--- config.mk ---
export PLATFORM = sky130hd
export DESIGN_NAME = hft_core_sequencer_flat
export DESIGN_NICKNAME = d
export VERILOG_FILES = /design/src/rtl/hft_core_sequencer_if.sv /design/src/rtl/hft_core_sequencer.sv /design/src/flat_wrapper.sv
export SDC_FILE = /design/constraint.sdc
export NUM_CORES = 1
export LEC_CHECK = 0
export CORE_UTILIZATION = 46
export CTS_CLUSTER_SIZE = 20
export DETAILED_ROUTE_END_ITERATION = 7
export HOLD_SLACK_MARGIN = 0.06
export PLACE_DENSITY = 0.81
export RECOVER_POWER = 50
export SETUP_SLACK_MARGIN = 0.4
export SLEW_MARGIN = 20
export SYNTH_ARGS = -nofsm -noshare
export SYNTH_HDL_FRONTEND = slang
export SYNTH_SLANG_ARGS = --single-unit
--- constraint.sdc ---
create_clock -name ap_clk -period 3.2 [get_ports ap_clk]
set_input_delay 0.32 -clock ap_clk [delete_from_list [all_inputs] [get_ports ap_clk]]
set_output_delay 0.32 -clock ap_clk [all_outputs]
set_load 0.01 [all_outputs]
--- src/rtl/hft_core_sequencer_if.sv ---
// hft_core_sequencer_if
// Bundles every non-clock signal of the sequencer into one interface.
//   master : sequencer view. Drives md_ready, the core_* operands, core_start,
//            the ord_* request, busy and the statistics counters.
//   slave  : environment view. This covers the feed handler, the decision core
//            and the order gateway.
// Signal groups:
//   md_*    market snapshot intake (valid strobe, md_ready is always 1)
//   fill_*  fill report intake
//   core_*  ap_ctrl_hs handshake, registered core operands and core decision
//   ord_*   valid/ready order request toward the gateway
//   stat_*  saturating or wrapping event counters
interface hft_core_sequencer_if;
    logic        md_valid;
    logic        md_ready;
    logic [31:0] md_bid_price;
    logic [31:0] md_ask_price;
    logic [31:0] md_bid_qty;
    logic [31:0] md_ask_qty;
    logic        md_bid_strong;
    logic        md_ask_strong;

    logic        fill_valid;
    logic        fill_side;
    logic [31:0] fill_price;
    logic [31:0] fill_qty;

    logic        core_start;
    logic        core_ready;
    logic        core_done;
    logic        core_idle;
    logic [31:0] core_bid_price;
    logic [31:0] core_ask_price;
    logic [31:0] core_bid_qty;
    logic [31:0] core_ask_qty;
    logic        core_bid_strong;
    logic        core_ask_strong;
    logic [31:0] core_position;
    logic [31:0] core_last_fill_price;
    logic        core_last_fill_side;
    logic [1:0]  core_action;
    logic [31:0] core_price;
    logic [31:0] core_quantity;

    logic        ord_valid;
    logic        ord_ready;
    logic        ord_side;
    logic [31:0] ord_price;
    logic [31:0] ord_qty;

    logic        busy;
    logic [15:0] stat_coalesced;
    logic [15:0] stat_timeouts;
    logic [15:0] stat_orders;

    modport master (
        input  md_valid, md_bid_price, md_ask_price, md_bid_qty, md_ask_qty,
               md_bid_strong, md_ask_strong,
               fill_valid, fill_side, fill_price, fill_qty,
               core_ready, core_done, core_idle, core_action, core_price, core_quantity,
               ord_ready,
        output md_ready, core_start,
               core_bid_price, core_ask_price, core_bid_qty, core_ask_qty,
               core_bid_strong, core_ask_strong,
               core_position, core_last_fill_price, core_last_fill_side,
               ord_valid, ord_side, ord_price, ord_qty,
               busy, stat_coalesced, stat_timeouts, stat_orders
    );

    modport slave (
        output md_valid, md_bid_price, md_ask_price, md_bid_qty, md_ask_qty,
               md_bid_strong, md_ask_strong,
               fill_valid, fill_side, fill_price, fill_qty,
               core_ready, core_done, core_idle, core_action, core_price, core_quantity,
               ord_ready,
        input  md_ready, core_start,
               core_bid_price, core_ask_price, core_bid_qty, core_ask_qty,
               core_bid_strong, core_ask_strong,
               core_position, core_last_fill_price, core_last_fill_side,
               ord_valid, ord_side, ord_price, ord_qty,
               busy, stat_coalesced, stat_timeouts, stat_orders
    );
endinterface

--- src/rtl/hft_core_sequencer.sv ---
// hft_core_sequencer
// Sequences the hft_zero_plus decision core. Snapshots are buffered and
// coalesced to the newest one while the core is busy. The position and
// last-fill registers are maintained from fill reports. Each run goes through
// the ap_ctrl_hs handshake under a watchdog. BUY/SELL decisions are turned into
// a valid/ready order request.
// Ports:
//   ap_clk    clock
//   ap_rst_n  asynchronous active-low reset
//   bus       hft_core_sequencer_if.master (feed, fills, core, order, stats)
module hft_core_sequencer #(
    parameter int unsigned TIMEOUT_CYCLES = 64,
    parameter int unsigned MIN_GAP        = 4
) (
    input  logic                   ap_clk,
    input  logic                   ap_rst_n,
    hft_core_sequencer_if.master   bus
);

    typedef enum logic [2:0] {S_IDLE, S_START, S_WAIT, S_EMIT, S_GAP} state_t;

    state_t      state_q, state_d;
    logic        pending_q, pending_d;
    logic [31:0] pend_bid_price_q, pend_bid_price_d;
    logic [31:0] pend_ask_price_q, pend_ask_price_d;
    logic [31:0] pend_bid_qty_q, pend_bid_qty_d;
    logic [31:0] pend_ask_qty_q, pend_ask_qty_d;
    logic        pend_bid_strong_q, pend_bid_strong_d;
    logic        pend_ask_strong_q, pend_ask_strong_d;
    logic [31:0] position_q, position_d;
    logic [31:0] last_fill_price_q, last_fill_price_d;
    logic        last_fill_side_q, last_fill_side_d;
    logic        core_start_q, core_start_d;
    logic [31:0] core_bid_price_q, core_bid_price_d;
    logic [31:0] core_ask_price_q, core_ask_price_d;
    logic [31:0] core_bid_qty_q, core_bid_qty_d;
    logic [31:0] core_ask_qty_q, core_ask_qty_d;
    logic        core_bid_strong_q, core_bid_strong_d;
    logic        core_ask_strong_q, core_ask_strong_d;
    logic [31:0] core_position_q, core_position_d;
    logic [31:0] core_lf_price_q, core_lf_price_d;
    logic        core_lf_side_q, core_lf_side_d;
    logic        ord_valid_q, ord_valid_d;
    logic        ord_side_q, ord_side_d;
    logic [31:0] ord_price_q, ord_price_d;
    logic [31:0] ord_qty_q, ord_qty_d;
    logic [31:0] wd_cnt_q, wd_cnt_d;
    logic [31:0] gap_cnt_q, gap_cnt_d;
    logic [15:0] stat_coalesced_q, stat_coalesced_d;
    logic [15:0] stat_timeouts_q, stat_timeouts_d;
    logic [15:0] stat_orders_q, stat_orders_d;

    logic launch;
    logic wd_expire;
    logic done_now;

    assign launch    = (state_q == S_IDLE) && pending_q && bus.core_idle;
    // The cycle being closed would be the TIMEOUT_CYCLES-th spent in START/WAIT.
    assign wd_expire = (wd_cnt_q + 32'd1) >= 32'(TIMEOUT_CYCLES);
    // A completion arriving on the expiry cycle takes priority over the abort.
    assign done_now  = ((state_q == S_START) && bus.core_ready && bus.core_done) ||
                       ((state_q == S_WAIT) && bus.core_done);

    // Next-state logic for intake buffers, position tracking and the run FSM.
    always_comb begin
        state_d           = state_q;
        pending_d         = pending_q;
        pend_bid_price_d  = pend_bid_price_q;
        pend_ask_price_d  = pend_ask_price_q;
        pend_bid_qty_d    = pend_bid_qty_q;
        pend_ask_qty_d    = pend_ask_qty_q;
        pend_bid_strong_d = pend_bid_strong_q;
        pend_ask_strong_d = pend_ask_strong_q;
        position_d        = position_q;
        last_fill_price_d = last_fill_price_q;
        last_fill_side_d  = last_fill_side_q;
        core_start_d      = core_start_q;
        core_bid_price_d  = core_bid_price_q;
        core_ask_price_d  = core_ask_price_q;
        core_bid_qty_d    = core_bid_qty_q;
        core_ask_qty_d    = core_ask_qty_q;
        core_bid_strong_d = core_bid_strong_q;
        core_ask_strong_d = core_ask_strong_q;
        core_position_d   = core_position_q;
        core_lf_price_d   = core_lf_price_q;
        core_lf_side_d    = core_lf_side_q;
        ord_valid_d       = ord_valid_q;
        ord_side_d        = ord_side_q;
        ord_price_d       = ord_price_q;
        ord_qty_d         = ord_qty_q;
        wd_cnt_d          = wd_cnt_q;
        gap_cnt_d         = gap_cnt_q;
        stat_coalesced_d  = stat_coalesced_q;
        stat_timeouts_d   = stat_timeouts_q;
        stat_orders_d     = stat_orders_q;

        // The launch consumes the buffer. A snapshot on the same edge refills it
        // and does not count as a coalesce.
        if (launch) begin
            pending_d = 1'b0;
        end
        if (bus.md_valid) begin
            pending_d         = 1'b1;
            pend_bid_price_d  = bus.md_bid_price;
            pend_ask_price_d  = bus.md_ask_price;
            pend_bid_qty_d    = bus.md_bid_qty;
            pend_ask_qty_d    = bus.md_ask_qty;
            pend_bid_strong_d = bus.md_bid_strong;
            pend_ask_strong_d = bus.md_ask_strong;
            if (pending_q && !launch && (stat_coalesced_q != 16'hFFFF)) begin
                stat_coalesced_d = stat_coalesced_q + 16'd1;
            end
        end

        if (bus.fill_valid) begin
            position_d        = bus.fill_side ? (position_q - bus.fill_qty)
                                              : (position_q + bus.fill_qty);
            last_fill_price_d = bus.fill_price;
            last_fill_side_d  = bus.fill_side;
        end

        case (state_q)
            S_IDLE: begin
                if (launch) begin
                    core_bid_price_d  = pend_bid_price_q;
                    core_ask_price_d  = pend_ask_price_q;
                    core_bid_qty_d    = pend_bid_qty_q;
                    core_ask_qty_d    = pend_ask_qty_q;
                    core_bid_strong_d = pend_bid_strong_q;
                    core_ask_strong_d = pend_ask_strong_q;
                    core_position_d   = position_q;
                    core_lf_price_d   = last_fill_price_q;
                    core_lf_side_d    = last_fill_side_q;
                    core_start_d      = 1'b1;
                    wd_cnt_d          = 32'd0;
                    state_d           = S_START;
                end
            end
            S_START, S_WAIT: begin
                wd_cnt_d = wd_cnt_q + 32'd1;
                if (done_now) begin
                    core_start_d = 1'b0;
                    gap_cnt_d    = 32'd0;
                    // Only 01 (buy) and 10 (sell) produce an order. Bit 1 selects the side.
                    if (bus.core_action == 2'b01 || bus.core_action == 2'b10) begin
                        ord_valid_d = 1'b1;
                        ord_side_d  = bus.core_action[1];
                        ord_price_d = bus.core_price;
                        ord_qty_d   = bus.core_quantity;
                        state_d     = S_EMIT;
                    end else begin
                        state_d = S_GAP;
                    end
                end else if (wd_expire) begin
                    core_start_d = 1'b0;
                    gap_cnt_d    = 32'd0;
                    state_d      = S_GAP;
                    if (stat_timeouts_q != 16'hFFFF) begin
                        stat_timeouts_d = stat_timeouts_q + 16'd1;
                    end
                end else if (state_q == S_START && bus.core_ready) begin
                    core_start_d = 1'b0;
                    state_d      = S_WAIT;
                end
            end
            S_EMIT: begin
                if (bus.ord_ready) begin
                    ord_valid_d   = 1'b0;
                    stat_orders_d = stat_orders_q + 16'd1;
                    gap_cnt_d     = 32'd0;
                    state_d       = S_GAP;
                end
            end
            S_GAP: begin
                if (gap_cnt_q == 32'(MIN_GAP - 1)) begin
                    state_d = S_IDLE;
                end else begin
                    gap_cnt_d = gap_cnt_q + 32'd1;
                end
            end
            default: begin
                state_d = S_IDLE;
            end
        endcase
    end

    always_ff @(posedge ap_clk or negedge ap_rst_n) begin
        if (!ap_rst_n) begin
            state_q           <= S_IDLE;
            pending_q         <= 1'b0;
            pend_bid_price_q  <= '0;
            pend_ask_price_q  <= '0;
            pend_bid_qty_q    <= '0;
            pend_ask_qty_q    <= '0;
            pend_bid_strong_q <= 1'b0;
            pend_ask_strong_q <= 1'b0;
            position_q        <= '0;
            last_fill_price_q <= '0;
            last_fill_side_q  <= 1'b0;
            core_start_q      <= 1'b0;
            core_bid_price_q  <= '0;
            core_ask_price_q  <= '0;
            core_bid_qty_q    <= '0;
            core_ask_qty_q    <= '0;
            core_bid_strong_q <= 1'b0;
            core_ask_strong_q <= 1'b0;
            core_position_q   <= '0;
            core_lf_price_q   <= '0;
            core_lf_side_q    <= 1'b0;
            ord_valid_q       <= 1'b0;
            ord_side_q        <= 1'b0;
            ord_price_q       <= '0;
            ord_qty_q         <= '0;
            wd_cnt_q          <= '0;
            gap_cnt_q         <= '0;
            stat_coalesced_q  <= '0;
            stat_timeouts_q   <= '0;
            stat_orders_q     <= '0;
        end else begin
            state_q           <= state_d;
            pending_q         <= pending_d;
            pend_bid_price_q  <= pend_bid_price_d;
            pend_ask_price_q  <= pend_ask_price_d;
            pend_bid_qty_q    <= pend_bid_qty_d;
            pend_ask_qty_q    <= pend_ask_qty_d;
            pend_bid_strong_q <= pend_bid_strong_d;
            pend_ask_strong_q <= pend_ask_strong_d;
            position_q        <= position_d;
            last_fill_price_q <= last_fill_price_d;
            last_fill_side_q  <= last_fill_side_d;
            core_start_q      <= core_start_d;
            core_bid_price_q  <= core_bid_price_d;
            core_ask_price_q  <= core_ask_price_d;
            core_bid_qty_q    <= core_bid_qty_d;
            core_ask_qty_q    <= core_ask_qty_d;
            core_bid_strong_q <= core_bid_strong_d;
            core_ask_strong_q <= core_ask_strong_d;
            core_position_q   <= core_position_d;
            core_lf_price_q   <= core_lf_price_d;
            core_lf_side_q    <= core_lf_side_d;
            ord_valid_q       <= ord_valid_d;
            ord_side_q        <= ord_side_d;
            ord_price_q       <= ord_price_d;
            ord_qty_q         <= ord_qty_d;
            wd_cnt_q          <= wd_cnt_d;
            gap_cnt_q         <= gap_cnt_d;
            stat_coalesced_q  <= stat_coalesced_d;
            stat_timeouts_q   <= stat_timeouts_d;
            stat_orders_q     <= stat_orders_d;
        end
    end

    assign bus.md_ready             = 1'b1;
    assign bus.core_start           = core_start_q;
    assign bus.core_bid_price       = core_bid_price_q;
    assign bus.core_ask_price       = core_ask_price_q;
    assign bus.core_bid_qty         = core_bid_qty_q;
    assign bus.core_ask_qty         = core_ask_qty_q;
    assign bus.core_bid_strong      = core_bid_strong_q;
    assign bus.core_ask_strong      = core_ask_strong_q;
    assign bus.core_position        = core_position_q;
    assign bus.core_last_fill_price = core_lf_price_q;
    assign bus.core_last_fill_side  = core_lf_side_q;
    assign bus.ord_valid            = ord_valid_q;
    assign bus.ord_side             = ord_side_q;
    assign bus.ord_price            = ord_price_q;
    assign bus.ord_qty              = ord_qty_q;
    assign bus.busy                 = (state_q != S_IDLE);
    assign bus.stat_coalesced       = stat_coalesced_q;
    assign bus.stat_timeouts        = stat_timeouts_q;
    assign bus.stat_orders          = stat_orders_q;

endmodule

--- src/flat_wrapper.sv ---
// flat-port wrapper written by rule: the top's interface ports become plain ports
module hft_core_sequencer_flat 
#(
    parameter int unsigned TIMEOUT_CYCLES = 64,
    parameter int unsigned MIN_GAP        = 4
)
  (ap_clk, ap_rst_n, bus_md_valid, bus_md_bid_price, bus_md_ask_price, bus_md_bid_qty, bus_md_ask_qty, bus_md_bid_strong, bus_md_ask_strong, bus_fill_valid, bus_fill_side, bus_fill_price, bus_fill_qty, bus_core_ready, bus_core_done, bus_core_idle, bus_core_action, bus_core_price, bus_core_quantity, bus_ord_ready, bus_md_ready, bus_core_start, bus_core_bid_price, bus_core_ask_price, bus_core_bid_qty, bus_core_ask_qty, bus_core_bid_strong, bus_core_ask_strong, bus_core_position, bus_core_last_fill_price, bus_core_last_fill_side, bus_ord_valid, bus_ord_side, bus_ord_price, bus_ord_qty, bus_busy, bus_stat_coalesced, bus_stat_timeouts, bus_stat_orders);
  hft_core_sequencer_if bus_i ();
  input  logic ap_clk;
  input  logic ap_rst_n;
  input wire logic [$bits(bus_i.md_valid)-1:0] bus_md_valid;
  input wire logic [$bits(bus_i.md_bid_price)-1:0] bus_md_bid_price;
  input wire logic [$bits(bus_i.md_ask_price)-1:0] bus_md_ask_price;
  input wire logic [$bits(bus_i.md_bid_qty)-1:0] bus_md_bid_qty;
  input wire logic [$bits(bus_i.md_ask_qty)-1:0] bus_md_ask_qty;
  input wire logic [$bits(bus_i.md_bid_strong)-1:0] bus_md_bid_strong;
  input wire logic [$bits(bus_i.md_ask_strong)-1:0] bus_md_ask_strong;
  input wire logic [$bits(bus_i.fill_valid)-1:0] bus_fill_valid;
  input wire logic [$bits(bus_i.fill_side)-1:0] bus_fill_side;
  input wire logic [$bits(bus_i.fill_price)-1:0] bus_fill_price;
  input wire logic [$bits(bus_i.fill_qty)-1:0] bus_fill_qty;
  input wire logic [$bits(bus_i.core_ready)-1:0] bus_core_ready;
  input wire logic [$bits(bus_i.core_done)-1:0] bus_core_done;
  input wire logic [$bits(bus_i.core_idle)-1:0] bus_core_idle;
  input wire logic [$bits(bus_i.core_action)-1:0] bus_core_action;
  input wire logic [$bits(bus_i.core_price)-1:0] bus_core_price;
  input wire logic [$bits(bus_i.core_quantity)-1:0] bus_core_quantity;
  input wire logic [$bits(bus_i.ord_ready)-1:0] bus_ord_ready;
  output wire logic [$bits(bus_i.md_ready)-1:0] bus_md_ready;
  output wire logic [$bits(bus_i.core_start)-1:0] bus_core_start;
  output wire logic [$bits(bus_i.core_bid_price)-1:0] bus_core_bid_price;
  output wire logic [$bits(bus_i.core_ask_price)-1:0] bus_core_ask_price;
  output wire logic [$bits(bus_i.core_bid_qty)-1:0] bus_core_bid_qty;
  output wire logic [$bits(bus_i.core_ask_qty)-1:0] bus_core_ask_qty;
  output wire logic [$bits(bus_i.core_bid_strong)-1:0] bus_core_bid_strong;
  output wire logic [$bits(bus_i.core_ask_strong)-1:0] bus_core_ask_strong;
  output wire logic [$bits(bus_i.core_position)-1:0] bus_core_position;
  output wire logic [$bits(bus_i.core_last_fill_price)-1:0] bus_core_last_fill_price;
  output wire logic [$bits(bus_i.core_last_fill_side)-1:0] bus_core_last_fill_side;
  output wire logic [$bits(bus_i.ord_valid)-1:0] bus_ord_valid;
  output wire logic [$bits(bus_i.ord_side)-1:0] bus_ord_side;
  output wire logic [$bits(bus_i.ord_price)-1:0] bus_ord_price;
  output wire logic [$bits(bus_i.ord_qty)-1:0] bus_ord_qty;
  output wire logic [$bits(bus_i.busy)-1:0] bus_busy;
  output wire logic [$bits(bus_i.stat_coalesced)-1:0] bus_stat_coalesced;
  output wire logic [$bits(bus_i.stat_timeouts)-1:0] bus_stat_timeouts;
  output wire logic [$bits(bus_i.stat_orders)-1:0] bus_stat_orders;
  assign bus_i.md_valid = bus_md_valid;
  assign bus_i.md_bid_price = bus_md_bid_price;
  assign bus_i.md_ask_price = bus_md_ask_price;
  assign bus_i.md_bid_qty = bus_md_bid_qty;
  assign bus_i.md_ask_qty = bus_md_ask_qty;
  assign bus_i.md_bid_strong = bus_md_bid_strong;
  assign bus_i.md_ask_strong = bus_md_ask_strong;
  assign bus_i.fill_valid = bus_fill_valid;
  assign bus_i.fill_side = bus_fill_side;
  assign bus_i.fill_price = bus_fill_price;
  assign bus_i.fill_qty = bus_fill_qty;
  assign bus_i.core_ready = bus_core_ready;
  assign bus_i.core_done = bus_core_done;
  assign bus_i.core_idle = bus_core_idle;
  assign bus_i.core_action = bus_core_action;
  assign bus_i.core_price = bus_core_price;
  assign bus_i.core_quantity = bus_core_quantity;
  assign bus_i.ord_ready = bus_ord_ready;
  assign bus_md_ready = bus_i.md_ready;
  assign bus_core_start = bus_i.core_start;
  assign bus_core_bid_price = bus_i.core_bid_price;
  assign bus_core_ask_price = bus_i.core_ask_price;
  assign bus_core_bid_qty = bus_i.core_bid_qty;
  assign bus_core_ask_qty = bus_i.core_ask_qty;
  assign bus_core_bid_strong = bus_i.core_bid_strong;
  assign bus_core_ask_strong = bus_i.core_ask_strong;
  assign bus_core_position = bus_i.core_position;
  assign bus_core_last_fill_price = bus_i.core_last_fill_price;
  assign bus_core_last_fill_side = bus_i.core_last_fill_side;
  assign bus_ord_valid = bus_i.ord_valid;
  assign bus_ord_side = bus_i.ord_side;
  assign bus_ord_price = bus_i.ord_price;
  assign bus_ord_qty = bus_i.ord_qty;
  assign bus_busy = bus_i.busy;
  assign bus_stat_coalesced = bus_i.stat_coalesced;
  assign bus_stat_timeouts = bus_i.stat_timeouts;
  assign bus_stat_orders = bus_i.stat_orders;
  hft_core_sequencer #(.TIMEOUT_CYCLES(TIMEOUT_CYCLES), .MIN_GAP(MIN_GAP)) u_core (.ap_clk(ap_clk), .ap_rst_n(ap_rst_n), .bus(bus_i));
endmodule
==> impl_metrics.toml, run 1 <==
[job]
max-cap-violations = 3

[run_status]
outcome = "complete, but fails checks"
violations = "max-capacitance violations, max-slew violations, negative setup slack"

[yosys]
synth_top_area_cell = "dfrtp_1"
synth.area.top_cells = "dfrtp_1, mux2_2, nand2_1"
synth_top_area_share = 0.561
synth_ff_type = "dfrtp_1"
ys_seq_area_frac = 0.561
syn_inst = 2433
ys_ff_latch = 573
yosysWarnings = 0
synth-async-reset-ratio = 1.00
syn_avg_cell_area_um2 = 10.5
synth_nets = 2740
synth.distinct_cells = 78
synth_area_um2 = 25600
synth_edf_count = 0

[worst_setup_path]
worst_setup_path_start_kind = "primary input"
critPathBufInv = 5
slowest_stage = "ha_2"
cp_data_required_time_ps = 3710
cp_max_fo = 3
cp_top_family = "compound AO/OA/AOI/OAI gates"
worstSetupPathDepth = 20
crit_chain = "clkdlybuf4s15_1, nor2_2, buf_4, nand4_1, buf_4, buf_4, nor2_4, nor2_1, xnor2_1, ha_2, buf_4, a21o_1, a21o_1, a21oi_2, o221a_2, o21ai_4, a21o_1, a21oi_2, xnor2_1, mux2_2"
rrSetupSlack_ps = 50
cp.arrival_ps = 3750
crit_top_cell = "buf_4"
crit_path_start = "bus_fill_qty[5]"
cpPeakStageDelay_ps = 310
cp-endpoint = "u_core.position_q[24]"
r2r-start = "u_core.position_q[0]"
reg2reg_to = "u_core.position_q[24]"
path_class = "in2reg"
cp-end-kind = "flop"
r2r_cells = 14

[drt]
drc = 0
drt-total-wl_um = 79700
drtIter0Drc = 1637
routedWlPerCell_um = 19.6
first_pass_iters = 6
dr_total_vias = 22100
ant_nets = 0
routed_via_density = 5.44

[global_routing]
antenna_found_initial = 11
grt_start_max_net_pins = 199
grt_pass1_vias = 22300
grt_use_total = 0.265
grt-ovfl-total = 0
grt_pass1_wl_um = 120000

[layout]
multiInputGateArea_um2 = 11700
final_cell_mix = "nand2_1, clkdlybuf4s50_1, dfrtp_1"
drive_gt1_frac = 0.258
register_area_um2 = 14400
syn_to_final_growth_pct = 47.4
fillCellCount = 3690
final_common_cell = "nand2_1"
fin_util = 0.686
num-nets-final = 3558
fin_cells = 4055

[clocking]
cts_made_buffers = 60
cts_sinks = 573
clk_latency_ps = 640
htreeDepth = 2
tritoncts = "yes"
path_clk_slew_ps = 60
cts_buffer_depth = 3
cts_root_buffer = "clkbuf_16"

[floorplanning]
die_w_um = 238
ios = 581
num_rows = 86
coreArea_um2 = 55000
die_area_um2 = 56600
initial_core_util = 0.465
die_height_um = 238

[place]
finalWeightedCongestion = 0.900
place_ws_ps = -1170
portBuffers = 579
place_inst = 3832
dp_hpwl_um = 52400

[sta]
max_slew_margin = -0.500
timing_worst_slew_pin_value_ps = 2250
fin_crit_sh = 1.01
finalHoldViolCount = 0
fin_skew_ps = 13.5
max_freq_mhz = 309
rsz0062_at_grt = "true"
layout_setup_ws_ps = -37.9
drv_slew = 258
final.min_clock_period_ps = 3240
setup_viol = 2

[power]
power.density_nw_per_um2 = 556
p_leak_nw = 17.3
ir_drop_mv = 0.573

[hold_path]
hold_class = "in2reg"
layer usage:
metal | share of wire | track usage
met3 | 0.071 | 0.0640
met5 | 0.00043 | 0
met1 | 0.38 | 0.323
met2 | 0.49 | 0.442
met4 | 0.052 | 0.130
worst min path at each step:
stage	startpoint	end	depth (start not counted)
global placement	ap_rst_n	u_core.bus.stat_orders[6]	1
CTS	bus_md_valid	u_core.pending_q	2
global route	bus_fill_qty[0]	u_core.position_q[0]	4
detailed placement	ap_rst_n	u_core.bus.stat_orders[6]	1
finish	bus_fill_qty[0]	u_core.position_q[0]	4
floorplan	ap_rst_n	u_core.bus.core_ask_price[0]	0
power by group:
part	internal (mW)	total (mW)	switching, mW	leakage (nW)
logic	2.83	5.10	2.26	9.00
registers	7.72	8.16	0.440	7.28
clock network	4.65	7.69	3.04	1.06
worst min-delay path: stages:
cell     delay [ps]
buf_8            80
buf_6           110
ha_4            130
mux2i_1          60
synth_stat cells (all sizes together) (6+ instances only):
library cell    n
a21o           13
a21oi          84
a31oi          30
and2           10
and3           25
and4            6
buf            17
clkbuf        101
dfrtp         573
ha             37
inv            39
mux2          255
mux2i           7
nand2         658
nand2b          9
nand3          61
nand4          42
nor2           97
nor2b           7
nor3           31
nor4           27
o211ai          7
o21a           11
o21ai          78
o21bai          7
o31ai          13
o41ai           7
or3            11
xnor2          82
xor2           28
metrics by stage:
step / setup TNS, ps / total power [mW] / cell area [um2] / hold slack, ps
2_1_floorplan: -331 / 10.4 / 25700 / 24.4
3_3_place_gp: -15650 / 12.2 / 33600 / 354
3_5_place_dp: -17800 / 12.4 / 33600 / 339
4_1_cts: 0 / 20.6 / 36700 / 75.9
5_1_grt: -602 / 21.8 / 37700 / 118
6_report: -43.7 / 20.9 / 37700 / 130
layout make-up:
type,count,share of cell area
Antenna cell,8,0.000531
Inverter,39,0.00435
Clock inverter,32,0.0136
Sequential cell,573,0.381
Tap cell,748,0.0248
Multi-Input combinational cell,1703,0.309
Clock buffer,78,0.0443
Timing Repair Buffer,874,0.222
cells by family (layout without fill, tap and decap cells):
logic type               after synthesis  count (layout)  synth area share
flip-flops                           573             573             0.561
other                                  1               9          0.000147
AND/OR/NAND/NOR                     1010            1010             0.174
multiplexers                         262             262             0.115
buffers and inverters                157            1023            0.0246
XOR/XNOR                             110             110            0.0377
adder cells (fa/ha/maj)               38              38            0.0189
AO/OA/AOI/OAI                        282             282            0.0693
repair_timing:
| action | in CTS | in global routing |
|---|---|---|
| setup endpoints to repair | 75 | 72 |
| gates cloned | 3 | 3 |
| pin swaps | 82 | 95 |
| hold endpoints to repair | 61 | 0 |
| buffers inserted | 54 | 44 |
| resized for setup | 166 | 127 |
| hold buffers | 1 | 0 |
(Power assumes the default switching activity.)
==> run 2, diff against run 1 <==
--- a/config.mk
+++ b/config.mk
@@ -5,6 +5,7 @@
 export SDC_FILE = /design/constraint.sdc
 export NUM_CORES = 1
 export LEC_CHECK = 0
+export CORE_MARGIN = 2
 export CORE_UTILIZATION = 46
 export CTS_CLUSTER_SIZE = 20
 export DETAILED_ROUTE_END_ITERATION = 7
==> run 2 against run 1 <==
- setup slack worse by 180 ps
- cell area up 0.58%
- the flow still finishes with violations (max-capacitance violations, max-slew violations, negative setup slack)
- non-clock buffer count down 3
- global-route usage up 0.57 points
- sequential cell count unchanged
- register-to-register slack worse by 160 ps
==> impl_metrics.toml, run 2 (synthesized netlist as in run 1, its figures left out) <==
[clocking]
cts_root_buffer = "clkbuf_16"
htreeDepth = 2
cts_buffer_depth = 3
cts_made_buffers = 60
path_clk_slew_ps = 60
tritoncts = "yes"
clk_latency_ps = 650
cts_sinks = 573

[sta]
max_freq_mhz = 293
hold_slack_ps = 195
rsz0062_at_grt = "true"
max_slew_margin = -0.417
fin_crit_sh = 1.07
final.min_clock_period_ps = 3420
layout_setup_ws_ps = -216
timing_worst_slew_pin_value_ps = 2130
drv_slew = 265
finalHoldViolCount = 0
fin_skew_ps = 36.1
setup_viol = 12

[place]
finalWeightedCongestion = 0.900
dpl_cell_area_um2 = 33700
portBuffers = 579
dp_hpwl_um = 53200
place_ws_ps = -1170

[floorplanning]
num_rows = 86
coreArea_um2 = 55000
initial_core_util = 0.465
ios = 581
die_area_um2 = 57500
die_height_um = 240
die_w_um = 240

[worst_setup_path]
path_class = "in2reg"
worstSetupPathDepth = 17
crit_top_cell = "nor2_2"
r2r_cells = 14
worst_setup_path_start_kind = "primary input"
cp_max_fo = 4
cp_data_required_time_ps = 3700
critPathBufInv = 2
crit_chain = "dlygate4sd2_1, nor2_2, buf_4, nand4_1, nor3_2, nor2_1, xnor2_1, ha_1, nand3_2, a21oi_2, or4_4, a22o_4, o31ai_4, a211oi_4, nor2_2, mux2i_1, a211o_1"
cp.arrival_ps = 3910
slowest_stage = "or4_4"
cp_top_family = "simple AND/OR/NAND/NOR gates"
cp-end-kind = "flop"
cpPeakStageDelay_ps = 510

[global_routing]
antenna_found_initial = 4
busiest_layer = "met2"
grt_pass1_wl_um = 124000
grt-ovfl-total = 0
grt.met1_usage = 0.329
grt_pass1_vias = 22800
grt_use_total = 0.271
grt_start_max_net_pins = 199
met2_usage = 0.462
met3_usage = 0.0659

[layout]
multiInputGateArea_um2 = 11900
syn_to_final_growth_pct = 48.2
register_area_um2 = 14400
num-nets-final = 3555
design_area_um2 = 37900
final_common_cell = "nand2_1"
fillCellCount = 3726
drive_gt1_frac = 0.260
final_cell_mix = "nand2_1, dfrtp_1, clkdlybuf4s50_1"

[job]
max-cap-violations = 3

[drt]
routed_via_density = 5.48
drc = 0
drtIter0Drc = 1564
routedWlPerCell_um = 20.5
first_pass_iters = 7
drt-total-wl_um = 83100
dr_total_vias = 22200
ant_nets = 0

[power]
p_leak_nw = 17.5
power.total_mw = 21.8
power.density_nw_per_um2 = 576
ir_drop_mv = 0.524

[run_status]
outcome = "complete, but fails checks"
violations = "max-capacitance violations, max-slew violations, negative setup slack"

[hold_path]
worstHoldPathCells = 3
hold_class = "in2reg"
[run 2: per-layer routing]
layer	wire (um)	vias to the layer above	share of wire
li1	-	9959	-
met2	41800	922	0.50
met4	4090	4	0.049
met3	5490	290	0.066
met5	26	-	0.00031
met1	31700	11000	0.38
[run 2: cell type report]
class,count,area share
multi-input cells,1703,0.313
inverters,39,0.00432
clock inverters,40,0.0159
flip-flops and latches,573,0.379
diodes,2,0.000132
clock buffers,74,0.0444
repair buffers,871,0.219
well taps,748,0.0247
[run 2: timing repair]
action,4_1_cts,5_1_grt
hold buffers,1,0
pin swaps,93,86
resized for setup,185,137
setup buffers,57,33
hold endpoints to repair,69,0
cloned,5,0
endpoints found under the setup margin,75,73
[run 2: tightest hold or removal path, stage by stage]
cell	delay, ps
buf_2	90
inv_1	180
mux2i_1	170
[run 2: metrics by stage]
| stage | TNS, ps | util | cells |
|---|---|---|---|
| final | -1450 | 0.690 | 4050 |
| after global routing | -1710 | 0.690 | 4050 |
| after CTS | 0 | 0.675 | 4015 |
| after detailed placement | -18370 | 0.613 | 3838 |
| after global placement | -16280 | 0.613 | 3838 |
| after floorplan | -331 | - | 2433 |
[run 2: final timing paths]
kind / slack, ps / start / endpoint
max in group asynchronous: 500 / ap_rst_n / u_core.gap_cnt_q[7]
min in group asynchronous: 860 / ap_rst_n / u_core.position_q[20]
setup reg to reg: -110 / u_core.position_q[0] / u_core.position_q[24]
hold reg to reg: 460 / u_core.pend_ask_strong_q / u_core.bus.core_ask_strong
hold / removal: 200 / bus_fill_valid / u_core.position_q[0]
setup / recovery: -220 / bus_fill_qty[3] / u_core.position_q[31]
[run 2: where the power goes]
group | internal (mW) | switching (mW)
Sequential | 7.72 | 0.438
Combinational | 3.17 | 2.57
Clock | 4.81 | 3.11
